<file path="src/rtl/param_updown_step_counter.sv">
// Parametrised up/down step counter with all/even/odd/hold modes,
// parallel load, wrap or saturate limits and a registered tc pulse.
// Optional Gray-coded output: define PARAM_UPDOWN_GRAY_OUT_EN.
module param_updown_step_counter #(
  parameter int WIDTH    = 4,
  parameter bit SATURATE = 1'b0
) (
  input  logic             clock,
  input  logic             reset,
  input  logic             enable,
  input  logic             y,
  input  logic [1:0]       mode,
  input  logic             load,
  input  logic [WIDTH-1:0] load_value,
`ifdef PARAM_UPDOWN_GRAY_OUT_EN
  output logic [WIDTH-1:0] count_gray,
`endif
  output logic [WIDTH-1:0] count,
  output logic             tc
);

  localparam logic [1:0] M_ALL  = 2'b00;
  localparam logic [1:0] M_EVEN = 2'b01;
  localparam logic [1:0] M_ODD  = 2'b10;
  localparam logic [1:0] M_HOLD = 2'b11;

  logic [WIDTH-1:0] r_count;
  logic             r_tc;

  logic             w_par_mode;
  logic             w_p;
  logic [WIDTH-1:0] w_step;
  logic [WIDTH-1:0] w_max;
  logic [WIDTH-1:0] w_min;
  logic             w_at_max;
  logic             w_at_min;
  logic [WIDTH-1:0] w_load;
  logic [WIDTH-1:0] w_next_count;
  logic             w_next_tc;

  // Mode-dependent parity, step size and limits
  always_comb begin
    w_par_mode = (mode == M_EVEN) || (mode == M_ODD);
    w_p        = (mode == M_ODD);
    w_step     = (mode == M_ALL) ? WIDTH'(1) : WIDTH'(2);
    w_max      = '1;
    if (mode == M_EVEN) w_max[0] = 1'b0;
    w_min      = '0;
    if (mode == M_ODD) w_min[0] = 1'b1;
    w_at_max   = (r_count == w_max);
    w_at_min   = (r_count == w_min);
    w_load     = load_value;
    if (w_par_mode) w_load[0] = w_p;
  end

  // Next count/tc: hold mode > load > align > step
  always_comb begin
    w_next_count = r_count;
    w_next_tc    = 1'b0;
    if (mode == M_HOLD) begin
      w_next_count = r_count;
    end else if (load) begin
      w_next_count = w_load;
    end else if (enable) begin
      if (w_par_mode && (r_count[0] != w_p)) begin
        w_next_count = {r_count[WIDTH-1:1], w_p};
      end else if (y) begin
        if (w_at_max) begin
          w_next_tc    = 1'b1;
          w_next_count = SATURATE ? r_count : w_min;
        end else begin
          w_next_count = r_count + w_step;
        end
      end else begin
        if (w_at_min) begin
          w_next_tc    = 1'b1;
          w_next_count = SATURATE ? r_count : w_max;
        end else begin
          w_next_count = r_count - w_step;
        end
      end
    end
  end

  // State register with synchronous reset
  always_ff @(posedge clock) begin
    if (reset) begin
      r_count <= '0;
      r_tc    <= 1'b0;
    end else begin
      r_count <= w_next_count;
      r_tc    <= w_next_tc;
    end
  end

  assign count = r_count;
  assign tc    = r_tc;

`ifdef PARAM_UPDOWN_GRAY_OUT_EN
  assign count_gray = r_count ^ (r_count >> 1);
`endif

endmodule
</file>
<file path="config.mk">
export PLATFORM = sky130hd
export DESIGN_NAME = param_updown_step_counter
export DESIGN_NICKNAME = d
export VERILOG_FILES = /design/src/rtl/param_updown_step_counter.sv
export SDC_FILE = /design/constraint.sdc
export NUM_CORES = 1
export LEC_CHECK = 0
export CORE_AREA = 8 8 47 49
export CTS_CLUSTER_DIAMETER = 150
export DETAILED_ROUTE_END_ITERATION = 10
export DIE_AREA = 0 0 55 57
export GPL_TIMING_DRIVEN = 0
export MAX_ROUTING_LAYER = met4
export PLACE_DENSITY_LB_ADDON = 0.12
export SETUP_SLACK_MARGIN = 0.15
export SYNTH_ARGS = -nofsm -noshare
export SYNTH_HDL_FRONTEND = slang
export SYNTH_SLANG_ARGS = --single-unit
</file>
<file path="constraint.sdc">
create_clock -name clock -period 2.5 [get_ports clock]
set_clock_uncertainty 0.05 [all_clocks]
set_input_delay 0.625 -clock clock [delete_from_list [all_inputs] [get_ports clock]]
set_output_delay 0.625 -clock clock [all_outputs]
set_load 0.1 [all_outputs]
</file>
==> flow_summary.ini, run 1 <==
[yosys]
syn_nets = 103
synth.cell_area_um2 = 639
synth_fa_ha_area_frac = 0.188
synthMuxAreaShare = 0.0157
synth_compound_gate_area_share = 0.274
synth_top_family_by_area = compound AO/OA/AOI/OAI gates
synth-seq-cells = 5
yosys_warnings = 0
synth-seq-area-share = 0.157
ys_types = 35
synth-simple-area-share = 0.239
syn-instance-count = 83
synth_xor_area_frac = 0.0665
synth_area_per_cell_um2 = 7.70

[outcome]
outcome = complete, no violations

[detailed_routing]
drc = 0
wire_per_inst_um = 14.0
first_iter_violations = 12
via_per_inst = 5.52
ant_nets = 0
vias = 684
drt_first_pass_iters = 4
drt_wl_total_um = 1740

[setup_path]
worst_path_max_delay_cell = clkdlybuf4s15_1
path_max_fanout = 9
critPathBufInv = 1
reg2regPathDepth = 6
critPathKind = reg2out
crit_required_ns = 1.82
crit_path_cell_trace = clkdlybuf4s15_1
regToRegSetupSlack_ns = 0.62
end_kind = output pin
arrival_ns = 1.63
reg2reg_to = count[1]
start_kind = register
crit_path_max_incr_delay_ns = 0.88
timing.rr.start = count[0]
cp_top_family = buffers and inverters

[cells_and_area]
nFillCells = 157
synthToLayoutAreaGrowth_pct = 43.4
antennaDiodeCount = 0
fin_util = 0.582
num-nets-final = 128
final_cell_area_um2 = 917
drive_gt1_frac = 0.280

[global_route]
grt_max_degree = 10
antenna_found_initial = 0
grt_first_pass_wirelength_um = 2620
grt_util_all_layers = 0.108
overflow = 0
first_global_vias = 648

[placed_design]
globalplace.congestion = 0.810
io_buffers = 15
dp.final_hpwl_um = 1290
postPlaceCellArea_um2 = 813

[pwr]
seqPwrFrac = 0.239
p_int_uw = 249
power.total_uw = 454
swShare = 0.453
p_per_area_mw_per_mm2 = 495
power_switching_uw = 206
power.leakage_uw = 0.000388
vdd_drop_max_mv = 0.230
p_comb_frac = 0.551
power.share.clock = 0.209

[timing]
max_freq_ghz = 0.433
finalSetupViolCount = 0
rsz0062_at_grt = false
slew_headroom = 0.362
finalCritPeriodShare = 0.924
hold_viol = 0
worstMarginPinSlew_ns = 0.961
drv_slew = 0
period_minus_slack_ns = 2.31

[cts]
clk_path_buf_depth = 2
cts_num_sinks = 5
cts_tree = yes
numCtsBuffers = 3
clk_latency_ns = 0.24
clkTransAtPathRegs_ns = 0.05
htreeDepth = 1
cts_hold_buf = 0
cts-root-buf = clkbuf_4

[floorplanning]
num_rows = 15
core_area_mm2 = 0.00158
io_pins = 16
fp.dieW_um = 55
dieArea_mm2 = 0.00314
die_h_um = 57
start_util = 0.406

[hold_path]
hold_path_startpoint = count[1]
hold_path_class = reg2reg
hold_depth = 2
holdPathEnd = count[1]

[job]
drv_cap = 0
power groups by stage:
stage / sequential, uW / clock (uW) / combinational, uW
global route: 110 / 102 / 269
finish: 109 / 95.1 / 250
CTS: 107 / 96.0 / 231
global placement: 107 / 0 / 230
floorplan: 167 / 0 / 110
detailed placement: 107 / 0 / 232
cell families (layout without fill, tap and decap cells):
group | after synthesis | in the layout
AOI/OAI and AO/OA | 24 | 24
buffers and inverters | 10 | 34
DFF | 5 | 5
muxes | 1 | 1
adders and majority gates | 9 | 9
xor gates and xnor gates | 4 | 4
and+or+nand+nor | 30 | 30
cell usage after synthesis:
library cell | count | area share
or2_4 | 1 | 0.014
o21ai_0 | 1 | 0.0078
a2111oi_0 | 1 | 0.014
o21ai_1 | 1 | 0.0078
dfxtp_1 | 5 | 0.16
o21a_1 | 2 | 0.023
a21oi_1 | 6 | 0.047
o22ai_1 | 1 | 0.0098
a211oi_1 | 1 | 0.012
o211ai_1 | 2 | 0.023
nand3_1 | 2 | 0.016
ha_1 | 8 | 0.16
nand2b_1 | 3 | 0.029
nor3_1 | 3 | 0.023
nor2_1 | 8 | 0.047
xor2_2 | 1 | 0.025
inv_1 | 9 | 0.053
o221a_2 | 1 | 0.018
a221oi_1 | 1 | 0.014
or4_4 | 1 | 0.018
buf_2 | 1 | 0.0078
o311ai_1 | 1 | 0.014
a31oi_1 | 1 | 0.0098
mux2i_1 | 1 | 0.016
nor4_1 | 1 | 0.0098
o21bai_1 | 1 | 0.012
a311oi_2 | 1 | 0.023
xnor2_1 | 3 | 0.041
a31o_2 | 1 | 0.014
o221ai_1 | 1 | 0.014
nand2_1 | 7 | 0.041
fa_1 | 1 | 0.031
o31ai_1 | 1 | 0.012
nor3b_1 | 1 | 0.012
nor2b_1 | 3 | 0.029
how the worst max path moves through the flow:
stage,start,end,slack (ns),cells after the start
after floorplan,mode[0],count[3],0.21,9
after global routing,mode[1],count[2],0.13,12
after detailed placement,mode[0],count[2],-0.41,12
final,count[2],count[2],0.19,1
after global placement,mode[0],count[3],-0.37,10
after CTS,mode[0],count[2],0.11,12
registers in the layout (all words and copies together), names as in the netlist:
| signal | count |
|---|---|
| count | 4 |
| tc | 1 |
stage by stage:
step,worst slack [ns],cells,TNS [ns],hold slack [ns]
floorplan,0.211,83,0,0.635
global placement,-0.374,115,-1.10,0.543
detailed placement,-0.414,115,-1.28,0.553
CTS,0.113,119,0,0.569
global route,0.132,124,0,0.633
finish,0.191,124,0,0.588
metal layers:
metal,routed length [um],up-vias,GRT usage
met5,0,-,-
met4,0,0,0.0309
met3,80,0,0.0182
met2,871,14,0.180
met1,784,326,0.126
li1,-,344,-
cells in the final DEF (no fill, tap or decap), types with 2 or more instances in the layout:
cell	n
a21oi_1	6
buf_4	5
clkbuf_2	2
clkbuf_4	3
clkdlybuf4s50_1	8
dfxtp_1	3
dfxtp_2	2
dlygate4sd2_1	4
ha_1	4
ha_2	2
ha_4	2
inv_1	6
inv_2	3
nand2_1	7
nand2b_1	3
nand3_1	2
nor2_1	8
nor2b_1	3
nor3_1	3
o211ai_1	2
o21a_1	2
xnor2_1	3
layout make-up:
class / instances / area [um2] / area share
buffer: 1 / 5.00 / 0.00546
tap: 17 / 21.3 / 0.0232
clock buffer: 4 / 26.3 / 0.0286
timing repair buffer: 20 / 173 / 0.188
multi-input combinational: 68 / 556 / 0.606
inverter: 9 / 33.8 / 0.0368
sequential: 5 / 103 / 0.112
repair_timing:
action | in CTS | in global routing
buffers inserted | 0 | 5
endpoints found under the setup margin | 8 | 4
pin swaps | 0 | 4
resized for setup | 13 | 11
Note: power is estimated with default switching activity, not from simulation.
==> inputs of run 2 (changes only) <==
--- a/config.mk
+++ b/config.mk
@@ -5,14 +5,14 @@
 export SDC_FILE = /design/constraint.sdc
 export NUM_CORES = 1
 export LEC_CHECK = 0
-export CORE_AREA = 8 8 47 49
+export CORE_AREA = 5 5 44 46
 export CTS_CLUSTER_DIAMETER = 150
 export DETAILED_ROUTE_END_ITERATION = 10
-export DIE_AREA = 0 0 55 57
+export DIE_AREA = 0 0 49 51
 export GPL_TIMING_DRIVEN = 0
 export MAX_ROUTING_LAYER = met4
 export PLACE_DENSITY_LB_ADDON = 0.12
-export SETUP_SLACK_MARGIN = 0.15
+export SETUP_SLACK_MARGIN = 0.5
 export SYNTH_ARGS = -nofsm -noshare
 export SYNTH_HDL_FRONTEND = slang
 export SYNTH_SLANG_ARGS = --single-unit
==> run 2 against run 1 <==
Compared with the run above: first-iteration DRC count down 50%; sequential cell count unchanged; critical path depth up 9; utilization up 10 points; sequential share of layout area down 0.46 points; critical path type is now in2reg; cell count unchanged; non-clock buffer count up 1; worst hold slack worse by 0.017 ns; power up 4.1%.
==> flow_summary.ini, run 2 (synthesis results as in run 1) <==
[detailed_routing]
drt_first_pass_iters = 3
ant_nets = 0
drt_wl_total_um = 1580
drc = 0
first_iter_violations = 6
wire_per_inst_um = 12.7
vias = 672
via_per_inst = 5.42

[pwr]
seqPwrFrac = 0.232
p_per_area_mw_per_mm2 = 471
p_int_uw = 265
p_comb_frac = 0.579
vdd_drop_max_mv = 0.306
power.share.clock = 0.189
swShare = 0.439
power.leakage_uw = 0.000405
power_switching_uw = 208

[cts]
cts_hold_buf = 0
clkTransAtPathRegs_ns = 0.04
clk_latency_ns = 0.24
cts-root-buf = clkbuf_4
cts_tree = yes
cts_num_sinks = 5
clk_path_buf_depth = 2
htreeDepth = 1
numCtsBuffers = 3

[global_route]
first_global_vias = 620
grt_util_met2 = 0.222
gr-usage-met3 = 0.0465
antenna_found_initial = 0
grt_first_pass_wirelength_um = 2760
grt_busiest_layer = met2
grt_util_all_layers = 0.143
overflow = 0
grtUsageMet1 = 0.177
grt_max_degree = 10

[setup_path]
regToRegSetupSlack_ns = 0.65
worst_path_max_delay_cell = ha_4
reg2regPathDepth = 6
crit_path_cell_trace = buf_8 -> inv_8 -> ha_4 -> inv_4 -> ha_4 -> inv_4 -> a221oi_2 -> xnor2_1 -> o221ai_1 -> o221a_2
start_kind = primary input
arrival_ns = 2.04
crit_start = mode[0]
end_kind = register
critPathKind = in2reg
crit_path_max_incr_delay_ns = 0.27
path_max_fanout = 3
crit_required_ns = 2.57
timing.rr.start = count[0]

[timing]
finalSetupViolCount = 0
worst_slack_ns = 0.529
worstMarginPinSlew_ns = 0.547
holdWs_ns = 0.571
slew_headroom = 0.637
drv_slew = 0
fin_setup_tns_ns = 0
max_freq_ghz = 0.507
finalCritPeriodShare = 0.788
rsz0062_at_grt = true
period_minus_slack_ns = 1.97
hold_viol = 0

[cells_and_area]
num-nets-final = 129
layout_commonest_cell = nor2_1
synthToLayoutAreaGrowth_pct = 56.9
layoutNonFillerInstCount = 124
largest_reg_flops = 4
antennaDiodeCount = 0
nFillCells = 122
drive_gt1_frac = 0.370
layout_common_cells = 8 x nor2_1, 7 x nand2_1, 6 x a21oi_1, 6 x clkdlybuf4s50_1, 6 x buf_4

[placed_design]
place_ws_ns = -0.321
io_buffers = 15
globalplace.congestion = 0.783
placed_cells = 114

[hold_path]
hold_depth = 2
hold_path_startpoint = count[2]
hold_path_class = reg2reg

[floorplanning]
dieArea_mm2 = 0.00250
io_pins = 16
start_util = 0.435
die_h_um = 51
num_rows = 14
core_area_mm2 = 0.00147
fp.dieW_um = 49

[outcome]
outcome = complete, no violations

[job]
drv_cap = 0
run 2: timing repair:
action | CTS | global route
gates resized for setup | 33 | 6
endpoints found under the setup margin | 10 | 5
buffers inserted | 3 | 3
pin swaps | 5 | 4
run 2: final timing paths:
check,endpoint
setup / recovery,count[3]
hold / removal,count[2]
hold reg to reg,count[2]
setup reg to reg,count[1]
run 2: through the flow:
step	instance area (um2)	power, uW	util
floorplan	706	291	-
global placement	876	353	0.595
detailed placement	876	355	0.595
CTS	971	466	0.660
global route	1000	510	0.682
finish	1000	473	0.682
run 2: area by class of cell:
| cell class | instances | area (um2) | area share |
|---|---|---|---|
| flip-flops and latches | 5 | 108 | 0.107 |
| clock buffers | 4 | 26.3 | 0.0262 |
| plain buffers | 1 | 5.00 | 0.00499 |
| repair buffers | 21 | 203 | 0.202 |
| multi-input cells | 68 | 588 | 0.586 |
| inverters | 9 | 53.8 | 0.0536 |
| well taps | 16 | 20.0 | 0.0200 |
run 2: per-layer routing:
metal	wire, um	part of all wire
met5	0	0
met4	14	0.0089
met3	79	0.050
met2	736	0.47
met1	744	0.47
run 2: worst max-delay path, delay by kind of cell:
family,cells,cell delay [ns]
fa+ha+maj,2,0.42
buf+inv,4,0.25
compound gates,3,0.60
xor+xnor,1,0.15
run 2: power by group through the flow:
stage | clock network [uW] | logic [uW] | registers, uW
final | 89.5 | 274 | 110
after global routing | 102 | 296 | 112
after CTS | 94.3 | 263 | 109
after detailed placement | 0 | 246 | 109
after global placement | 0 | 243 | 109
after floorplan | 0 | 122 | 169
